--- src/rtl/max_exp_pkg.sv ---
// rtl/max_exp_pkg.sv - shared widths, tree geometry helpers and gate-cost constants
package max_exp_pkg;

  localparam int DEF_EXP_MSB = 5;
  localparam int DEF_EW      = DEF_EXP_MSB + 1;

  // Gate-cost weights used for the static size estimate
  localparam int COM6_COST = 18;
  localparam int MX_COST   = 3;
  localparam int FF_COST   = 6;

  // Lane width from the exponent MSB index
  function automatic int lane_width(input int exp_msb);
    return exp_msb + 1;
  endfunction

  // Number of registered comparator levels needed to reduce n lanes to one
  function automatic int tree_depth(input int n);
    return (n <= 1) ? 0 : $clog2(n);
  endfunction

  // Node count at a given tree level (level 0 is the raw lanes)
  function automatic int level_cnt(input int n, input int lvl);
    int c;
    c = n;
    for (int i = 0; i < lvl; i++) c = (c + 1) / 2;
    return c;
  endfunction

  // Cost of one two-input max node: comparator in 6-bit slices plus data muxes
  function automatic int cmp2_cost(input int ew, input int iw);
    return COM6_COST * ((ew + 5) / 6) + MX_COST * (ew + iw);
  endfunction

  // Register bits of the whole pipe: tree levels, accumulator, output stage
  function automatic int pipe_reg_bits(input int n, input int ew, input int iw);
    int bits;
    bits = 0;
    for (int l = 1; l <= tree_depth(n); l++) bits += level_cnt(n, l) * (ew + iw) + 2;
    bits += 1 + ew + iw + 8;
    bits += 1 + ew + iw + 8;
    return bits;
  endfunction

endpackage

--- src/rtl/max_exp_determ_pipe_if.sv ---
// rtl/max_exp_determ_pipe_if.sv - beat input / group result handshake bundle
interface max_exp_determ_pipe_if
  import max_exp_pkg::*;
#(
  parameter int EW     = DEF_EW,
  parameter int NUM_IN = 9,
  parameter int IDX_W  = 5
);
  logic                  i_valid;
  logic                  o_ready;
  logic [NUM_IN*EW-1:0]  i_exp;
  logic                  i_last;
  logic                  o_valid;
  logic                  i_ready;
  logic [EW-1:0]         o_max_exp;
  logic [IDX_W-1:0]      o_max_idx;
  logic [7:0]            o_beats;

  modport master (
    output i_valid, i_exp, i_last, i_ready,
    input  o_ready, o_valid, o_max_exp, o_max_idx, o_beats
  );

  modport slave (
    input  i_valid, i_exp, i_last, i_ready,
    output o_ready, o_valid, o_max_exp, o_max_idx, o_beats
  );
endinterface

--- src/rtl/max_exp_cmp2.sv ---
// rtl/max_exp_cmp2.sv - two-input unsigned max node, ties keep the a side
module max_exp_cmp2
  import max_exp_pkg::*;
#(
  parameter int EW    = DEF_EW,
  parameter int IDX_W = 5
) (
  input  logic [EW-1:0]    a_exp,
  input  logic [IDX_W-1:0] a_idx,
  input  logic [EW-1:0]    b_exp,
  input  logic [IDX_W-1:0] b_idx,
  output logic [EW-1:0]    max_exp,
  output logic [IDX_W-1:0] max_idx,
  output logic [50:0]      number
);
  logic take_b;

  // a always carries the lower lane indices, so only a strict win moves to b
  assign take_b  = b_exp > a_exp;
  assign max_exp = take_b ? b_exp : a_exp;
  assign max_idx = take_b ? b_idx : a_idx;
  assign number  = 51'(cmp2_cost(EW, IDX_W));
endmodule

--- src/rtl/max_exp_determ_pipe.sv ---
// rtl/max_exp_determ_pipe.sv - pipelined per-beat max tree with group accumulator
module max_exp_determ_pipe
  import max_exp_pkg::*;
#(
  parameter int FP16_exp_width = 5,
  parameter int NUM_IN         = 9,
  parameter int IDX_W          = 5
) (
  input  logic                  i_clk,
  input  logic                  i_rst,
  max_exp_determ_pipe_if.slave  bus,
  output logic [50:0]           number
);
  localparam int EW       = lane_width(FP16_exp_width);
  localparam int D        = tree_depth(NUM_IN);
  localparam int REG_BITS = pipe_reg_bits(NUM_IN, EW, IDX_W);

  logic advance;
  logic accept;

  logic [EW-1:0]    src_exp [D][NUM_IN];
  logic [IDX_W-1:0] src_idx [D][NUM_IN];
  logic [EW-1:0]    nxt_exp [D][NUM_IN];
  logic [IDX_W-1:0] nxt_idx [D][NUM_IN];
  logic [EW-1:0]    stg_exp [D][NUM_IN];
  logic [IDX_W-1:0] stg_idx [D][NUM_IN];
  logic [50:0]      node_num [D][NUM_IN];
  logic [D-1:0]     stg_valid;
  logic [D-1:0]     stg_last;

  logic [EW-1:0]    beat_exp;
  logic [IDX_W-1:0] beat_idx;
  logic             beat_valid;
  logic             beat_last;

  logic             acc_open;
  logic [EW-1:0]    acc_exp;
  logic [IDX_W-1:0] acc_idx;
  logic [7:0]       acc_beats;
  logic [EW-1:0]    merge_exp;
  logic [IDX_W-1:0] merge_idx;
  logic [7:0]       merge_beats;

  logic             out_valid;
  logic [EW-1:0]    out_exp;
  logic [IDX_W-1:0] out_idx;
  logic [7:0]       out_beats;

  // The whole pipe moves only when the output slot is free or being drained
  assign bus.o_ready = !(out_valid && !bus.i_ready);
  assign advance     = bus.o_ready;
  assign accept      = bus.i_valid && bus.o_ready;

  // Comparator tree: level l reduces src[l] into nxt[l]; odd leftovers pass through
  for (genvar l = 0; l < D; l++) begin : g_lvl
    localparam int PC = level_cnt(NUM_IN, l);
    localparam int NC = level_cnt(NUM_IN, l + 1);
    for (genvar j = 0; j < NUM_IN; j++) begin : g_node
      if (l == 0) begin : g_src_in
        assign src_exp[l][j] = bus.i_exp[j*EW +: EW];
        assign src_idx[l][j] = IDX_W'(j);
      end else begin : g_src_stg
        assign src_exp[l][j] = stg_exp[l-1][j];
        assign src_idx[l][j] = stg_idx[l-1][j];
      end
      if (j < NC && (2*j + 1) < PC) begin : g_cmp
        max_exp_cmp2 #(.EW(EW), .IDX_W(IDX_W)) u_cmp (
          .a_exp   (src_exp[l][2*j]),
          .a_idx   (src_idx[l][2*j]),
          .b_exp   (src_exp[l][2*j+1]),
          .b_idx   (src_idx[l][2*j+1]),
          .max_exp (nxt_exp[l][j]),
          .max_idx (nxt_idx[l][j]),
          .number  (node_num[l][j])
        );
      end else if (j < NC) begin : g_pass
        assign nxt_exp[l][j]  = src_exp[l][2*j];
        assign nxt_idx[l][j]  = src_idx[l][2*j];
        assign node_num[l][j] = '0;
      end else begin : g_unused
        assign nxt_exp[l][j]  = '0;
        assign nxt_idx[l][j]  = '0;
        assign node_num[l][j] = '0;
      end
    end
  end

  // Tree level registers with their valid/last bits; frozen during a stall
  always_ff @(posedge i_clk or posedge i_rst) begin
    if (i_rst) begin
      stg_valid <= '0;
      stg_last  <= '0;
      for (int l = 0; l < D; l++) begin
        for (int j = 0; j < NUM_IN; j++) begin
          stg_exp[l][j] <= '0;
          stg_idx[l][j] <= '0;
        end
      end
    end else if (advance) begin
      stg_valid[0] <= accept;
      stg_last[0]  <= accept && bus.i_last;
      for (int l = 1; l < D; l++) begin
        stg_valid[l] <= stg_valid[l-1];
        stg_last[l]  <= stg_last[l-1];
      end
      for (int l = 0; l < D; l++) begin
        for (int j = 0; j < NUM_IN; j++) begin
          stg_exp[l][j] <= nxt_exp[l][j];
          stg_idx[l][j] <= nxt_idx[l][j];
        end
      end
    end
  end

  assign beat_exp   = stg_exp[D-1][0];
  assign beat_idx   = stg_idx[D-1][0];
  assign beat_valid = stg_valid[D-1];
  assign beat_last  = stg_last[D-1];

  // Fold the beat into the running group: first beat loads, later beats need a strict win
  always_comb begin
    merge_exp   = acc_exp;
    merge_idx   = acc_idx;
    merge_beats = acc_beats;
    if (!acc_open || beat_exp > acc_exp) begin
      merge_exp = beat_exp;
      merge_idx = beat_idx;
    end
    if (!acc_open) begin
      merge_beats = 8'd1;
    end else if (acc_beats != 8'hFF) begin
      merge_beats = acc_beats + 8'd1;
    end
  end

  // Accumulator and result slot; a closing beat moves straight into the result slot
  always_ff @(posedge i_clk or posedge i_rst) begin
    if (i_rst) begin
      acc_open  <= 1'b0;
      acc_exp   <= '0;
      acc_idx   <= '0;
      acc_beats <= '0;
      out_valid <= 1'b0;
      out_exp   <= '0;
      out_idx   <= '0;
      out_beats <= '0;
    end else if (advance) begin
      out_valid <= 1'b0;
      if (beat_valid) begin
        if (beat_last) begin
          out_valid <= 1'b1;
          out_exp   <= merge_exp;
          out_idx   <= merge_idx;
          out_beats <= merge_beats;
          acc_open  <= 1'b0;
        end else begin
          acc_open  <= 1'b1;
          acc_exp   <= merge_exp;
          acc_idx   <= merge_idx;
          acc_beats <= merge_beats;
        end
      end
    end
  end

  assign bus.o_valid   = out_valid;
  assign bus.o_max_exp = out_exp;
  assign bus.o_max_idx = out_idx;
  assign bus.o_beats   = out_beats;

  // Static size estimate: every node's own figure plus all register bits
  always_comb begin
    number = 51'(REG_BITS * FF_COST);
    for (int l = 0; l < D; l++) begin
      for (int j = 0; j < NUM_IN; j++) begin
        number = number + node_num[l][j];
      end
    end
  end

endmodule

--- src/flat_wrapper.sv ---
// flat-port wrapper written by rule: the top's interface ports become plain ports
module max_exp_determ_pipe_flat import max_exp_pkg::*;
#(
  parameter int FP16_exp_width = 5,
  parameter int NUM_IN         = 9,
  parameter int IDX_W          = 5
)
  (i_clk, i_rst, number, bus_i_valid, bus_i_exp, bus_i_last, bus_i_ready, bus_o_ready, bus_o_valid, bus_o_max_exp, bus_o_max_idx, bus_o_beats);
  max_exp_determ_pipe_if #(.NUM_IN(NUM_IN), .IDX_W(IDX_W)) bus_i ();
  input  logic i_clk;
  input  logic i_rst;
  output logic [50:0] number;
  input wire logic [$bits(bus_i.i_valid)-1:0] bus_i_valid;
  input wire logic [$bits(bus_i.i_exp)-1:0] bus_i_exp;
  input wire logic [$bits(bus_i.i_last)-1:0] bus_i_last;
  input wire logic [$bits(bus_i.i_ready)-1:0] bus_i_ready;
  output wire logic [$bits(bus_i.o_ready)-1:0] bus_o_ready;
  output wire logic [$bits(bus_i.o_valid)-1:0] bus_o_valid;
  output wire logic [$bits(bus_i.o_max_exp)-1:0] bus_o_max_exp;
  output wire logic [$bits(bus_i.o_max_idx)-1:0] bus_o_max_idx;
  output wire logic [$bits(bus_i.o_beats)-1:0] bus_o_beats;
  assign bus_i.i_valid = bus_i_valid;
  assign bus_i.i_exp = bus_i_exp;
  assign bus_i.i_last = bus_i_last;
  assign bus_i.i_ready = bus_i_ready;
  assign bus_o_ready = bus_i.o_ready;
  assign bus_o_valid = bus_i.o_valid;
  assign bus_o_max_exp = bus_i.o_max_exp;
  assign bus_o_max_idx = bus_i.o_max_idx;
  assign bus_o_beats = bus_i.o_beats;
  max_exp_determ_pipe #(.FP16_exp_width(FP16_exp_width), .NUM_IN(NUM_IN), .IDX_W(IDX_W)) u_core (.i_clk(i_clk), .i_rst(i_rst), .bus(bus_i), .number(number));
endmodule
--- config.mk ---
export PLATFORM = sky130hd
export DESIGN_NAME = max_exp_determ_pipe_flat
export DESIGN_NICKNAME = d
export VERILOG_FILES = /design/src/rtl/max_exp_pkg.sv /design/src/rtl/max_exp_determ_pipe_if.sv /design/src/rtl/max_exp_cmp2.sv /design/src/rtl/max_exp_determ_pipe.sv /design/src/flat_wrapper.sv
export SDC_FILE = /design/constraint.sdc
export NUM_CORES = 1
export LEC_CHECK = 0
export BUFFER_PORTS_ARGS = -buffer_cell sky130_fd_sc_hd__buf_2
export CAP_MARGIN = 40
export CORE_ASPECT_RATIO = 0.6
export CORE_MARGIN = 2
export CORE_UTILIZATION = 57
export CTS_BUF_LIST = sky130_fd_sc_hd__clkbuf_16
export DETAILED_ROUTE_END_ITERATION = 6
export PLACE_DENSITY_LB_ADDON = 0.08
export SETUP_SLACK_MARGIN = 0.5
export SLEW_MARGIN = 20
export SYNTH_ARGS = -nofsm -noshare
export SYNTH_HDL_FRONTEND = slang
export SYNTH_SLANG_ARGS = --single-unit
--- constraint.sdc ---
create_clock -name i_clk -period 4.46 [get_ports i_clk]
set_clock_uncertainty 0.1 [all_clocks]
set_input_delay 0.223 -clock i_clk [delete_from_list [all_inputs] [get_ports i_clk]]
set_output_delay 0.223 -clock i_clk [all_outputs]
set_load 0.05 [all_outputs]
==> out/results.tsv <==
metric	value	unit
crit_buf_inv	2	
worstPathRequired	4650	ps
p_leak	4.492	nW
fmax	382.3	MHz
clockBufferDepth	2	
vdd_ir_drop_max	0.5010	mV
r2r-start	u_core.acc_exp[4]	
drv_cap	0	
htree_levels	4	
ff_latch_area	3328	µm²
ios	131	
syn_inst	806	
r2r-end	u_core.acc_exp[4]	
hold-worst-slack	26.97	ps
cts_resized	0	
die_h	93.16	µm
finalHoldViolCount	0	
power_density	733.2	nW/µm²
synthSimpleGateAreaFrac	14.38	%
p_int	3.714	mW
cp.arrival	2810	ps
fin_nets	1002	
drt_pass1_iterations	6	
cts_tree	built	
initial_core_util	58.58	%
grt_pass1_vias	5535	
layout-drive-gt1-share	16.54	%
path_class	reg -> reg	
grt_use_total	23.54	%
synth_cell_types	41	
pwr-share-clk	23.0	%
synth_top_family_by_area	simple AND/OR/NAND/NOR gates	
syn_area	7552	µm²
finalSetupTns	0	ps
dieArea	14220	µm²
coreArea	12890	µm²
sequentialPowerShare	33.4	%
r2r_cells	8	
synth_area_leader_cell	dfrtp_1	
clock-sinks	133	
synth_warnings	0	
synth_mux_area_share	9.394	%
synth_ff_type	dfrtp_1	
yosysMostFrequentCell	dfrtp_1	
whs_path_depth	3	
critPathTopFamily	compound AO/OA/AOI/OAI gates	
grt_setup_unrepaired	false	
synth-compound-area-share	12.59	%
worstPathMaxFanout	12	
async_flop_share	100.0	%
report.power.total	6.339	mW
ant_nets	0	
wl_per_cell	15.24	µm
min_from	bus_i_exp[2]	
wl	16320	µm
area_delta_synth_final	14.48	%
gp_congestion	0.8499	
status	complete, no violations	
grt_max_degree	97	
seq_area_frac_synth	44.07	%
worstSkewPairLatency	410	ps
min_to	u_core.src_exp[158]	
clk_pin_slew_worst_paths	60	ps
drt_iter0_markers	290	
multiInputGateArea	3655	µm²
p_switching	2.625	mW
crit_path_end_kind	flop	
setup_ws	1845	ps
slowest_delay	550	ps
avgSynthCellArea	9.370	µm²
drc	0	
synthTopCellsByArea	dfrtp_1 (44%), ha_1 (9.1%), mux2i_1 (7.2%)	
via_per_inst	5.334	
io_buffers	79	
cts-root-buf	clkbuf_16	
num_rows	32	
critical_path.cell_chain	inv_1, ha_1, and4_4, o21a_4, o31ai_4, a21boi_2, buf_6, mux2_4	
slew_viol_final	0	
fin_crit	2615	ps
antenna_cells	0	
grt_overflow_total	0	
r2r_slack	1840	ps
dp_slack	1851	ps
finalSetupViolations	0	
slew_headroom	55.96	%
netlist.area_leader.share	44.07	%
cpMaxStageDelayCell	o31ai_4	
grt_pass1_wl	26830	µm
synth_fa_ha_area_share	9.112	%
synthXorXnorAreaFrac	0.3479	%
antenna_found_initial	0	
p_comb_share	43.6	%
via_count	5713	
worst_pin_slew	660.6	ps
dp_hpwl	11380	µm
cp-start-kind	flop	
period_share	58.64	%
cts_made_buffers	17	
fill_cells	1053	
swShare	41.41	%
ys_ff_latch	133	
die_w	152.6	µm
yosys-top-cells-count	dfrtp_1 (133), nand2_1 (129), a21oi_1 (79), nor2_1 (69), inv_1 (60)	
synth-edff-count	0	
min_path_type	in -> reg	
## worst min-delay path: stages
cell and delay (ps):
buf_2 90, mux2i_1 60, a21oi_1 130
## power groups by stage
stage	Combinational [mW]	Sequential, mW	Clock (mW)
6_report	2.76	2.12	1.46
5_1_grt	3.05	2.18	1.54
4_1_cts	2.73	2.11	1.47
3_5_place_dp	2.68	2.12	0
3_3_place_gp	2.56	2.10	0
2_1_floorplan	1.98	2.19	0
## kinds of logic after synthesis
group,count (synthesis)
xor+xnor,3
flops,133
fa+ha+maj,55
simple gates,252
compound gates,151
other cells,2
buf+inv,144
mux,66
## cells in the final DEF (no fill, tap or decap), drive strengths merged, types with 12 or more instances in the layout
master,instances
dfrtp,133
nand2,129
buf,89
a21oi,79
nor2,70
inv,61
ha,55
mux2i,54
conb,51
o21ai,34
clkbuf,17
a31oi,16
nand3,14
mux2,12
## worst max path at each step
| stage | start | to | slack [ps] | cells past startpoint |
|---|---|---|---|---|
| floorplan | i_rst | u_core.acc_beats[0] | 580 | 1 |
| global placement | u_core.src_exp[107] | u_core.src_exp[50] | 1910 | 7 |
| detailed placement | u_core.beat_exp[5] | u_core.acc_exp[5] | 1850 | 6 |
| CTS | u_core.beat_exp[5] | u_core.acc_exp[5] | 1830 | 6 |
| global route | u_core.acc_exp[4] | u_core.acc_exp[4] | 1790 | 8 |
| finish | u_core.acc_exp[4] | u_core.acc_exp[4] | 1840 | 8 |
## timing repair
item                      in CTS  in global routing
buffers inserted               0                  0
hold endpoints to repair      73                  0
hold buffers                   9                  0
## routing by layer
layer / wire length [µm] / up-vias / GRT usage, %
met5: 0 / - / 0
met4: 103 / 0 / 5.787
met3: 1059 / 11 / 5.653
met2: 7067 / 172 / 34.53
met1: 8094 / 2755 / 35.29
li1: - / 2775 / -
## sequential cells by signal, indices dropped and copies added, names as in the netlist, 6 cells and up
signal and cells:
u_core.bus.o_max_exp 6, u_core.nxt_exp 12, u_core.acc_beats 8, u_core.acc_exp 6
u_core.src_idx 14, u_core.bus.o_beats 8, u_core.beat_exp 6, u_core.src_exp 48
## stage by stage
stage	instance area [µm²]	cells	util (%)
5_1_grt	8646	1071	67.06
6_report	8646	1071	67.06
3_3_place_gp	7859	1025	60.96
2_1_floorplan	7736	855	-
3_5_place_dp	7878	1027	61.10
4_1_cts	8579	1068	66.55
## layout make-up
class,instances,area share [%]
multi-input cells,578,42.27
flip-flops and latches,133,38.49
repair buffers,98,7.033
clock buffers,17,4.920
inverters,60,2.663
well taps,170,2.460
clock inverters,15,2.156
Note: power is estimated with default switching activity, not from simulation.
